`src/rtl/arm_pipe_pkg.sv`:
```
// Shared types and constants for the ARM pipeline front end.
package arm_pipe_pkg;

   localparam int unsigned XLEN = 32;

   typedef enum logic [1:0] {
      RUN  = 2'd0,
      SKID = 2'd1,
      DROP = 2'd2
   } fetch_state_t;

   localparam logic [XLEN-1:0] NOP_INSTR    = 32'hE1A0_0000;
   localparam logic [XLEN-1:0] RESET_VECTOR = 32'h0000_0000;

   typedef struct packed {
      logic [XLEN-1:0] instr;
      logic [XLEN-1:0] pcplus8;
   } ifid_t;

   function automatic logic [XLEN-1:0] word_align(input logic [XLEN-1:0] a);
      return {a[XLEN-1:2], 2'b00};
   endfunction

endpackage

```
`src/rtl/ifid_reg.sv`:
```
// IF/ID pipeline register: flush beats enable; a bubble keeps the old PC+8.
module ifid_reg
   import arm_pipe_pkg::*;
(
   input  logic  clk,
   input  logic  rst_n,
   input  logic  en_i,
   input  logic  flush_i,
   input  logic  valid_i,
   input  ifid_t d_i,
   output ifid_t q_o,
   output logic  valid_o
);

   ifid_t data_q;
   logic  valid_q;

   always_ff @(posedge clk or negedge rst_n) begin
      if (!rst_n) begin
         data_q.instr   <= NOP_INSTR;
         data_q.pcplus8 <= '0;
         valid_q        <= 1'b0;
      end else if (flush_i || en_i) begin
         if (!flush_i && valid_i) begin
            data_q  <= d_i;
            valid_q <= 1'b1;
         end else begin
            data_q.instr <= NOP_INSTR;
            valid_q      <= 1'b0;
         end
      end
   end

   assign q_o     = data_q;
   assign valid_o = valid_q;

endmodule

```
`src/rtl/fetch_stage.sv`:
```
// Instruction fetch: PC, memory handshake FSM (RUN/SKID/DROP), skid buffer
// for words that arrive while decode is stalled, and redirect bookkeeping.
module fetch_stage
   import arm_pipe_pkg::*;
(
   input  logic            clk,
   input  logic            reset,
   input  logic            StallD,
   input  logic            FlushD,
   input  logic            BranchTakenE,
   input  logic [XLEN-1:0] ALUResultE,
   input  logic            PCSrcW,
   input  logic [XLEN-1:0] ResultW,
   output logic            ImemReq,
   output logic [XLEN-1:0] ImemAddr,
   input  logic            ImemAck,
   input  logic [XLEN-1:0] ImemRdata,
   output logic [XLEN-1:0] InstrD,
   output logic [XLEN-1:0] PCPlus8D,
   output logic            ValidD,
   output logic            ImemWait
);

   fetch_state_t    state_q, state_d;
   logic [XLEN-1:0] pc_q, pc_d;
   logic [XLEN-1:0] pend_q, pend_d;
   ifid_t           skid_q, skid_d;
   logic            req_q, req_d;

   logic            redirect;
   logic [XLEN-1:0] target;
   logic            ack;
   logic            deliver;
   ifid_t           ifid_d;
   ifid_t           ifid_q;

   assign redirect = BranchTakenE | PCSrcW;
   assign target   = word_align(BranchTakenE ? ALUResultE : ResultW);
   // An ack only counts while a request is actually on the bus.
   assign ack      = req_q & ImemAck;

   always_comb begin
      state_d        = state_q;
      pc_d           = pc_q;
      pend_d         = pend_q;
      skid_d         = skid_q;
      deliver        = 1'b0;
      ifid_d.instr   = ImemRdata;
      ifid_d.pcplus8 = pc_q + XLEN'(8);
      case (state_q)
         RUN: begin
            if (ack) begin
               if (redirect) begin
                  pc_d = target;
               end else begin
                  pc_d = pc_q + XLEN'(4);
                  if (StallD) begin
                     skid_d.instr   = ImemRdata;
                     skid_d.pcplus8 = pc_q + XLEN'(8);
                     state_d        = SKID;
                  end else begin
                     deliver = 1'b1;
                  end
               end
            end else if (req_q && redirect) begin
               pend_d  = target;
               state_d = DROP;
            end
         end
         SKID: begin
            if (redirect) begin
               pc_d    = target;
               state_d = RUN;
            end else if (!StallD) begin
               deliver = 1'b1;
               ifid_d  = skid_q;
               state_d = RUN;
            end
         end
         DROP: begin
            // The outstanding word is stale; the newest redirect wins.
            if (ack) begin
               pc_d    = redirect ? target : pend_q;
               state_d = RUN;
            end else if (redirect) begin
               pend_d = target;
            end
         end
         default: state_d = RUN;
      endcase
      req_d = (state_d != SKID);
   end

   always_ff @(posedge clk or negedge reset) begin
      if (!reset) begin
         state_q <= RUN;
         pc_q    <= RESET_VECTOR;
         pend_q  <= '0;
         skid_q  <= '0;
         req_q   <= 1'b0;
      end else begin
         state_q <= state_d;
         pc_q    <= pc_d;
         pend_q  <= pend_d;
         skid_q  <= skid_d;
         req_q   <= req_d;
      end
   end

   ifid_reg u_ifid (
      .clk     (clk),
      .rst_n   (reset),
      .en_i    (!StallD),
      .flush_i (FlushD),
      .valid_i (deliver),
      .d_i     (ifid_d),
      .q_o     (ifid_q),
      .valid_o (ValidD)
   );

   assign ImemReq  = req_q;
   assign ImemAddr = pc_q;
   assign InstrD   = ifid_q.instr;
   assign PCPlus8D = ifid_q.pcplus8;
   // Same-cycle view of the handshake so the hazard unit can stall this cycle.
   assign ImemWait = req_q & (((state_q == RUN) & ~ImemAck) | (state_q == DROP));

endmodule
```
`config.mk`:
```
export PLATFORM = sky130hd
export DESIGN_NAME = fetch_stage
export DESIGN_NICKNAME = d
export VERILOG_FILES = /design/src/rtl/arm_pipe_pkg.sv /design/src/rtl/ifid_reg.sv /design/src/rtl/fetch_stage.sv
export SDC_FILE = /design/constraint.sdc
export NUM_CORES = 1
export LEC_CHECK = 0
export ABC_AREA = 1
export BUFFER_PORTS_ARGS = -buffer_cell sky130_fd_sc_hd__buf_2
export CORE_MARGIN = 2
export CORE_UTILIZATION = 46
export DETAILED_ROUTE_END_ITERATION = 8
export PLACE_DENSITY = 0.67
export SLEW_MARGIN = 10
export SYNTH_ARGS = -nofsm -noshare
export SYNTH_HDL_FRONTEND = slang
export SYNTH_HIERARCHICAL = 1
export SYNTH_SLANG_ARGS = --single-unit
export TNS_END_PERCENT = 30
```
`constraint.sdc`:
```
create_clock -name clk -period 5.9 [get_ports clk]
set_clock_uncertainty 0.1 [all_clocks]
set_input_delay 0.59 -clock clk [delete_from_list [all_inputs] [get_ports clk]]
set_output_delay 0.59 -clock clk [all_outputs]
set_load 0.01 [all_outputs]
```
==> flow_summary_export.csv <==
group,metric,value,unit
cts,clock_path_buffers,2,
detailed_routing,wirelength,35500,um
run_status,run_status,"complete, no violations",
power,ir_drop,0.000252,V
floorplan,die_y,165,um
critical_path,worstPathRequired,6.16,ns
sta,drv_slew,0,
grt,antenna_found_initial,1,
grt,grt_pass1_vias,10749,
critical_path,max_stage_delay,0.68,ns
cts,clkSinkCount,196,
critical_path,endpoint_kind,"register",
sta,period_share,57.3,%
sta,relSlewSlack,33.9,%
cts,ctsHtreeMaxLevel,4,
sta,tightestPinTransition,0.991,ns
synthesis,ys_seq_elements,196,
synthesis,syn_area,0.0120,mm^2
floorplan,die_area,0.0273,mm^2
critical_path,crit_fanout,42,
synthesis,synth_edf_count,0,
placement,pre_cts_slack,2.18,ns
sta,setup_viol,0,
sta,rsz0062_at_grt,"no",
power,totalPowerFinal,5810,uW
grt,grt.total_usage,26.4,%
finish,area_growth_syn_to_layout,14.0,%
detailed_routing,postRouteAntennaNets,0,
detailed_routing,dr.pass1.iters,5,
synthesis,synthDistinctLibCells,36,
synthesis,muxShareOfSynthArea,0.419,%
cts,post_cts_buffers,0,
finish,nets,2028,
critical_path,arrival,3.64,ns
synthesis,synth_compound_area_share,11.9,%
cts,ctsResizeCount,0,
sta,final.setup.tns,0,ns
grt,grt_max_degree,106,
sta,finalCriticalPeriod,3.38,ns
synthesis,ys_warn_count,6,
cts,cts_hold_buffers,0,
detailed_routing,routedWlPerCell,15.7,um
finish,fin_util,53.8,%
power,leakagePower,0.00708,uW
synthesis,synthCells,1792,
synthesis,ys_async_sr_fraction,100,%
floorplan,initial_core_util,47.2,%
detailed_routing,num_vias,12044,
critical_path,worst-setup-path-type,"register to register",
critical_path,critical_path.top_delay_family,"buffers and inverters",
grt,grt_pass1_wl,57200,um
synthesis,ys_seq_area_share,41.1,%
synthesis,synth_ff_type,"dfrtp_1",
synthesis,synth-adder-area-share,0.733,%
critical_path,r2r_slack,2.52,ns
critical_path,worstSetupStartpointType,"register",
synthesis,synth_xor_area_share,1.03,%
synthesis,synth_top_family_by_area,"simple AND/OR/NAND/NOR gates",
synthesis,syn_avg_cell_area,6.67,um^2
sta,fmax,296,MHz
detailed_routing,viasPerCell,5.32,
grt,grt_overflow,0,
floorplan,ios,202,
synthesis,synth-simple-area-share,36.7,%
detailed_routing,drtIter0Drc,1144,
floorplan,core_area,0.0253,mm^2
floorplan,die_width,165,um
flow_run,max_cap_violations,0,
hold_path,hp-class,"input port to async pin",
cts,cts_buffers,17,
cts,root_buffer,"clkbuf_16",
cts,clk_pin_slew,0.09,ns
finish,drive_gt1_share,14.3,%
power,powerDensity,426,mW/mm^2
detailed_routing,drc,0,
cts,cts_tree,"done",
critical_path,crit_buf_inv,3,
sta,hold_viol_final,0,
critical_path,slowest_stage,"a211oi_4",
critical_path,worstPathCellList,"inv_1 -> ha_1 -> nand2_1 -> inv_2 -> a211oi_4 -> buf_4 -> nor2_1 -> a31oi_1",
synthesis,synth.net_count,1902,
cts,insertion_delay,0.44,ns
placement,gp_congestion,0.912,
placement,numPortBuffers,197,
placement,dp_hpwl,24500,um
floorplan,rows,58,
sta,layout_setup_ws,2.52,ns
[worst paths after layout]
kind / start / endpoint / cells past startpoint
hold reg to reg: u_ifid/q_o[20] / u_ifid/q_o[20] / 2
setup / recovery: state_q[0] / pend_q[25] / 8
min in group clk: ResultW[27] / pend_q[27] / 3
hold / removal: reset / u_ifid/q_o[38] / 1
setup reg to reg: state_q[0] / pend_q[25] / 8
max in group asynchronous: reset / pend_q[12] / 2
[cells in the mapped netlist, types with 7 or more instances]
library cell  count  area [um^2]
a31oi_1          21          131
or2_2            12         75.1
nor2_1          110          413
ha_1              7         87.6
a21oi_1          47          235
nand3_1         107          536
o21ai_0         152          761
o21ai_1           8         40.0
inv_1           124          465
dfrtp_1         190         4750
nand4_1          61          382
o211ai_1         25          188
nand2_1         779         2920
buf_2            37          185
xor2_1           10         87.6
buf_1             8         30.0
clkbuf_1         48          180
[registers in the layout (all words and copies together), names as in the netlist]
name,flops
u_ifid/valid_o,1
u_ifid/q_o,64
state_q,2
skid_q,64
ImemAddr,32
ImemReq,1
pend_q,32
[through the flow]
stage          instances  cell area (um^2)  hold slack (ns)
4_1_cts             2261             13600            0.135
3_5_place_dp        2229             13000            0.356
2_1_floorplan       1792             12000            0.194
3_3_place_gp        2229             13000            0.349
6_report            2262             13600           0.0822
5_1_grt             2262             13600            0.146
[area by class of cell]
cell class | instances | area (um^2)
Antenna cell | 1 | 2.50
Clock buffer | 17 | 425
Clock inverter | 15 | 164
Fill cell | 2551 | 11700
Inverter | 132 | 497
Multi-Input combinational cell | 1362 | 6080
Sequential cell | 196 | 4910
Tap cell | 330 | 413
Timing Repair Buffer | 209 | 1120
[worst register-to-register path, stage by stage (launching register included)]
cell and delay, ns:
dfrtp_1 0.45, inv_1 0.12, ha_1 0.46, nand2_1 0.46
inv_2 0.30, a211oi_4 0.69, buf_4 0.48, nor2_1 0.10
a31oi_1 0.15
[placed cells by master (no fill, tap or decap), types with 6 or more instances in the layout]
cell,instances
a21oi_1,46
a31oi_1,21
buf_2,195
buf_4,10
clkbuf_16,17
dfrtp_1,190
dfstp_2,6
ha_1,7
inv_1,123
inv_2,8
nand2_1,778
nand3_1,107
nand4_1,61
nor2_1,110
o211ai_1,25
o21ai_0,152
o21ai_1,8
or2_2,12
xor2_1,10
[cells by family (layout without fill, tap and decap cells)]
kind of cell | Yosys count | after routing
xor+xnor | 14 | 14
simple gates | 1075 | 1075
fa+ha+maj | 7 | 7
other cells | 0 | 1
flops | 196 | 196
compound gates | 261 | 261
buf+inv | 234 | 373
mux | 5 | 5
[report_power, final]
group | total, uW | internal [uW] | leakage, uW | switching (uW)
Sequential | 2270 | 1850 | 0.00249 | 420
Clock | 1180 | 571 | 0.000280 | 612
Combinational | 2360 | 816 | 0.00431 | 1550
[per-layer routing]
layer  up-vias  track usage (%)  part of all wire, %
met5         -                0                    0
met4         0             6.64                  1.4
met3        31             4.55                  7.8
met2       430             40.8                   44
met1      5568             38.5                   47
li1       6015                -                    -
(Power assumes the default switching activity.)
